--- config.mk ---
export PLATFORM = sky130hd
export DESIGN_NAME = dmem_responder
export DESIGN_NICKNAME = d
export VERILOG_FILES = /design/src/rtl/dmem_responder.sv
export SDC_FILE = /design/constraint.sdc
export NUM_CORES = 2
export LEC_CHECK = 0
export ABC_AREA = 0
export CORE_MARGIN = 4
export CORE_UTILIZATION = 45
export DETAILED_ROUTE_END_ITERATION = 7
export DONT_BUFFER_PORTS = 1
export PLACE_DENSITY = 0.67
export SLEW_MARGIN = 20
export SYNTH_ARGS = -nofsm -noshare
export SYNTH_HDL_FRONTEND = slang
export SYNTH_SLANG_ARGS = --single-unit
export TNS_END_PERCENT = 10
--- constraint.sdc ---
create_clock -name clk -period 10.6 [get_ports clk]
set_input_delay 2.12 -clock clk [delete_from_list [all_inputs] [get_ports clk]]
set_output_delay 2.12 -clock clk [all_outputs]
set_load 0.01 [all_outputs]
--- src/rtl/dmem_responder.sv ---
// dmem_responder: 128x32 single-port data memory for the MIPS data port, with a handshake preload port.
// Define DMEM_ACCESS_CNT_EN to add saturating CPU read/write counters (rd_cnt, wr_cnt).
module dmem_responder #(
    parameter int AW    = 7,
    parameter int DW    = 32,
    parameter int DEPTH = 128
) (
    input  logic          clk,
    input  logic          rst_n,
    input  logic          CEN,
    input  logic          WEN,
    input  logic          OEN,
    input  logic [AW-1:0] A,
    input  logic [DW-1:0] D,
    output logic [DW-1:0] Q,
    input  logic          ld_start,
    input  logic          ld_valid,
    input  logic [DW-1:0] ld_data,
    output logic          ld_ready,
    output logic          ld_busy,
    output logic          ld_done
`ifdef DMEM_ACCESS_CNT_EN
    ,
    output logic [15:0]   rd_cnt,
    output logic [15:0]   wr_cnt
`endif
);

    localparam logic [1:0] S_IDLE = 2'd0;
    localparam logic [1:0] S_LOAD = 2'd1;
    localparam logic [1:0] S_DONE = 2'd2;

    localparam logic [AW-1:0] LAST_PTR = AW'(DEPTH - 1);

    logic [1:0]    r_state;
    logic [AW-1:0] r_ptr;
    logic [DW-1:0] r_q;
    logic [DW-1:0] r_mem [DEPTH];

    logic w_idle;
    logic w_cpu_rd;
    logic w_cpu_wr;
    logic w_ld_wr;
    logic w_ld_last;

    assign w_idle    = (r_state == S_IDLE);
    assign w_cpu_rd  = w_idle && !CEN && WEN;
    assign w_cpu_wr  = w_idle && !CEN && !WEN;
    assign w_ld_wr   = (r_state == S_LOAD) && ld_valid;
    assign w_ld_last = (r_ptr == LAST_PTR);

    always_ff @(posedge clk or negedge rst_n) begin
        if (!rst_n) begin
            r_state <= S_IDLE;
            r_ptr   <= '0;
        end else begin
            case (r_state)
                S_IDLE: begin
                    if (ld_start) begin
                        r_state <= S_LOAD;
                        r_ptr   <= '0;
                    end
                end
                S_LOAD: begin
                    // Leaving LOAD on the last word keeps ptr from wrapping.
                    if (ld_valid) begin
                        if (w_ld_last) begin
                            r_state <= S_DONE;
                        end else begin
                            r_ptr <= r_ptr + AW'(1);
                        end
                    end
                end
                S_DONE:  r_state <= S_IDLE;
                default: r_state <= S_IDLE;
            endcase
        end
    end

    // Array is deliberately not reset so contents survive rst_n.
    always_ff @(posedge clk) begin
        if (w_ld_wr) begin
            r_mem[r_ptr] <= ld_data;
        end else if (w_cpu_wr) begin
            r_mem[A] <= D;
        end
    end

    always_ff @(posedge clk or negedge rst_n) begin
        if (!rst_n) begin
            r_q <= '0;
        end else if (w_cpu_rd) begin
            r_q <= r_mem[A];
        end
    end

    assign Q        = OEN ? '0 : r_q;
    assign ld_ready = (r_state == S_LOAD);
    assign ld_busy  = (r_state == S_LOAD);
    assign ld_done  = (r_state == S_DONE);

`ifdef DMEM_ACCESS_CNT_EN
    function automatic logic [15:0] sat_inc(input logic [15:0] v);
        return (v == 16'hFFFF) ? v : v + 16'd1;
    endfunction

    logic [15:0] r_rd_cnt;
    logic [15:0] r_wr_cnt;

    always_ff @(posedge clk or negedge rst_n) begin
        if (!rst_n) begin
            r_rd_cnt <= '0;
            r_wr_cnt <= '0;
        end else begin
            if (w_cpu_rd) r_rd_cnt <= sat_inc(r_rd_cnt);
            if (w_cpu_wr) r_wr_cnt <= sat_inc(r_wr_cnt);
        end
    end

    assign rd_cnt = r_rd_cnt;
    assign wr_cnt = r_wr_cnt;
`endif

endmodule

==> impl_metrics.env <==
export IMPL_grt_overflow_total=0
export IMPL_max_cap_violations=0
export IMPL_synth_edf_count=4096
export IMPL_fin_worst_skew_ns=0.0846
export IMPL_netlist_instances=7323
export IMPL_fin_nets=7660
export IMPL_switching_share_pct=22.4
export IMPL_yosysWarnings=0
export IMPL_powerDensity_nw_per_um2=196
export IMPL_die_area_um2=365000
export IMPL_p_seq_share_pct=52.4
export IMPL_antenna_found_initial=27
export IMPL_dieWidth_um=604
export IMPL_syn_avg_cell_area_um2=21.8
export IMPL_relSlewSlack_pct=-10.7
export IMPL_async_reset_ff_share_pct=0.991
export IMPL_hold_violations=0
export IMPL_layout_drive_gt1_share_pct=24.9
export IMPL_fmax_mhz=152
export IMPL_pwr_share_comb_pct=6.2
export IMPL_critPathBufInv=6
export IMPL_power_switching_mw=7.94
export IMPL_hold_path_class="register to register"
export IMPL_htreeDepth=5
export IMPL_rsz0062_at_grt="no"
export IMPL_clk_insertion_delay_late_ns=1.02
export IMPL_vdd_drop_max_uv=173
export IMPL_status="complete, but fails checks"
export IMPL_syn2layout_area_growth_pct=12.9
export IMPL_seq_area_frac_synth_pct=77.6
export IMPL_cts_root_buffer="clkbuf_16"
export IMPL_cp_start_kind="input pin"
export IMPL_wl_mm=468
export IMPL_hpwl_mm=250
export IMPL_fin_crit_sh_pct=62.2
export IMPL_crit_slowest_cell="buf_16"
export IMPL_worst_path_dominant_cell_family="buffers and inverters"
export IMPL_routedWlPerCell_um=36.9
export IMPL_pwr_share_clk_pct=41.4
export IMPL_std_cell_rows=218
export IMPL_cp_arrival_ns=7.41
export IMPL_worstMarginPinSlew_ns=1.66
export IMPL_violations="max-slew violations"
export IMPL_finish_utilization_pct=51.1
export IMPL_leakage_nw=56.3
export IMPL_drt_iter0_drc=13700
export IMPL_cts_resized=0
export IMPL_worst_setup_path_end_kind="register"
export IMPL_synth_ff_type="edfxtp_1"
export IMPL_synth_area_um2=160000
export IMPL_cp_common_cell="buf_16"
export IMPL_first_pass_iters=8
export IMPL_finalSetupViolCount=0
export IMPL_path_cells="buf_16 > buf_16 > buf_16 > buf_16 > buf_16 > buf_16 > mux4_2 > mux2i_1 > a22oi_1 > nand4_1 > nand3_1"
export IMPL_vias_per_cell=6.47
export IMPL_synthDistinctLibCells=81
export IMPL_syn_num_nets=7402
export IMPL_crit_fanout=125
export IMPL_slowest_delay_ns=0.64
export IMPL_start_util_pct=45.3
export IMPL_grt_pass1_vias=80800
export IMPL_grt_pass1_wl_mm=646
export IMPL_synth_seq_cells=4137
export IMPL_min_period_ns=6.59
export IMPL_gp_congestion=0.848
export IMPL_p_int_mw=27.5
export IMPL_required_ns=11.42
export IMPL_nFillCells=27200
export IMPL_grt_max_degree=797
export IMPL_drv_slew=75
export IMPL_cts_buffers=409
export IMPL_cts_tree="built"
export IMPL_num_vias=82100
export IMPL_drc=0
export IMPL_grt_total_usage_pct=25.3
export IMPL_pin_count=113
export IMPL_clk_pin_slew_ns=0.06
export IMPL_hold_buffers=0
export IMPL_r2r_setup_slack_ns=5.99
export IMPL_coreArea_um2=353000
export IMPL_portBuffers=0
export IMPL_ant_nets=0
export IMPL_die_h_um=604
export IMPL_criticalPathCategory="input pin to register"
export IMPL_post_cts_buffers=0
export IMPL_cts_sinks=4137
export IMPL_setup_tns_ns=0
export IMPL_clockBufferDepth=4
## Yosys cell counts (21+ instances only)
cell type	instances	area, µm²
edfxtp_1	4096	123000
mux4_2	862	19400
mux2i_1	389	3890
nand2_1	301	1130
nor2_1	188	706
clkbuf_1	120	450
buf_2	118	591
a22oi_1	117	878
o22ai_1	114	713
o21ai_0	109	546
a21oi_1	92	460
buf_6	76	856
nand3_1	76	380
buf_4	51	383
o221ai_1	51	447
nor2b_1	49	307
dfrtp_1	41	1030
a211oi_1	35	263
mux4_1	33	867
nor3_1	29	145
a31oi_1	26	163
a22o_1	23	201
a221oi_1	21	184
## placed cells by master (no fill, tap or decap), types with 19 or more instances in the layout
| cell type | instances |
|---|---|
| o21ai_0 | 106 |
| nand2_4 | 32 |
| o211ai_1 | 19 |
| a221oi_1 | 21 |
| a31oi_1 | 26 |
| clkbuf_16 | 414 |
| buf_16 | 21 |
| nor2_1 | 52 |
| a22oi_1 | 117 |
| nand3_1 | 70 |
| o22ai_1 | 114 |
| mux4_1 | 33 |
| clkinv_1 | 84 |
| dfrtp_1 | 41 |
| buf_4 | 240 |
| mux4_2 | 862 |
| edfxtp_1 | 4096 |
| mux2i_1 | 389 |
| o221ai_1 | 51 |
| diode_2 | 34 |
| nand2_1 | 265 |
| nor2b_1 | 44 |
| bufinv_16 | 46 |
| a211oi_1 | 35 |
| clkinv_2 | 70 |
| nor2_4 | 131 |
| a22o_1 | 23 |
| clkbuf_1 | 80 |
| mux2_2 | 20 |
| a21oi_1 | 88 |
| nor3_1 | 29 |
## metal layers
metal  GRT usage, %  wire length [µm]  vias to the layer above
li1               -                 -                    31500
met1           34.7            169000                    43700
met2           39.2            219000                     5925
met3           6.09             58700                      945
met4           10.3             21300                        4
met5              0                27                        -
## power groups by stage
| stage | sequential (mW) | clock (mW) | combinational (mW) |
|---|---|---|---|
| final | 18.6 | 14.6 | 2.21 |
| after global routing | 18.6 | 15.5 | 2.29 |
| after CTS | 18.6 | 14.8 | 2.11 |
| after detailed placement | 18.9 | 0 | 2.11 |
| after global placement | 18.9 | 0 | 2.04 |
| after floorplan | 18.9 | 0 | 1.28 |
## flip-flops by register name, summed over array words and instances (netlist names)
signal   flops
r_q         32
r_state      2
r_mem     4096
r_ptr        7
## cell families (layout without fill, tap and decap cells)
kind of cell	after synthesis	count (layout)	share of synthesized area [%]
DFF	4137	4137	77.6
muxes	1305	1305	15.3
and+or+nand+nor	743	743	2.10
AOI/OAI and AO/OA	714	714	3.13
buffers and inverters	420	1016	1.81
xor gates and xnor gates	3	3	0.0165
adders and majority gates	1	1	0.00783
other	0	34	0
## cell type report
cell class | instances | area, µm² | area share [%]
timing repair buffer | 263 | 2410 | 1.34
clock inverter | 237 | 2690 | 1.49
sequential | 4137 | 124000 | 68.8
tap | 4730 | 5920 | 3.28
multi-input combinational | 2766 | 34200 | 19.0
inverter | 4 | 22.5 | 0.0125
clock buffer | 512 | 10900 | 6.05
antenna | 34 | 85.1 | 0.0472
## worst paths after layout
path / depth (start not counted) / endpoint / startpoint
max: 11 / r_q[27] / A[0]
min: 1 / r_q[14] / r_q[14]
max reg2reg: 7 / r_mem[24][6] / r_state[0]
min reg2reg: 1 / r_q[14] / r_q[14]
max in group asynchronous: 0 / r_q[30] / rst_n
min in group asynchronous: 0 / r_q[9] / rst_n
## metrics by stage
| stage | area (µm²) | worst slack, ns | instances | hold slack (ns) | power (mW) |
|---|---|---|---|---|---|
| floorplan | 160000 | 5.06 | 7323 | 0.441 | 20.1 |
| global placement | 166000 | 3.10 | 11900 | 0.487 | 20.9 |
| detailed placement | 166000 | 3.08 | 11900 | 0.496 | 21.0 |
| CTS | 180000 | 4.08 | 12600 | 0.516 | 35.4 |
| global route | 180000 | 3.46 | 12700 | 0.535 | 36.3 |
| finish | 180000 | 4.01 | 12700 | 0.516 | 35.4 |
No activity file was read; power rests on OpenSTA's default activity.
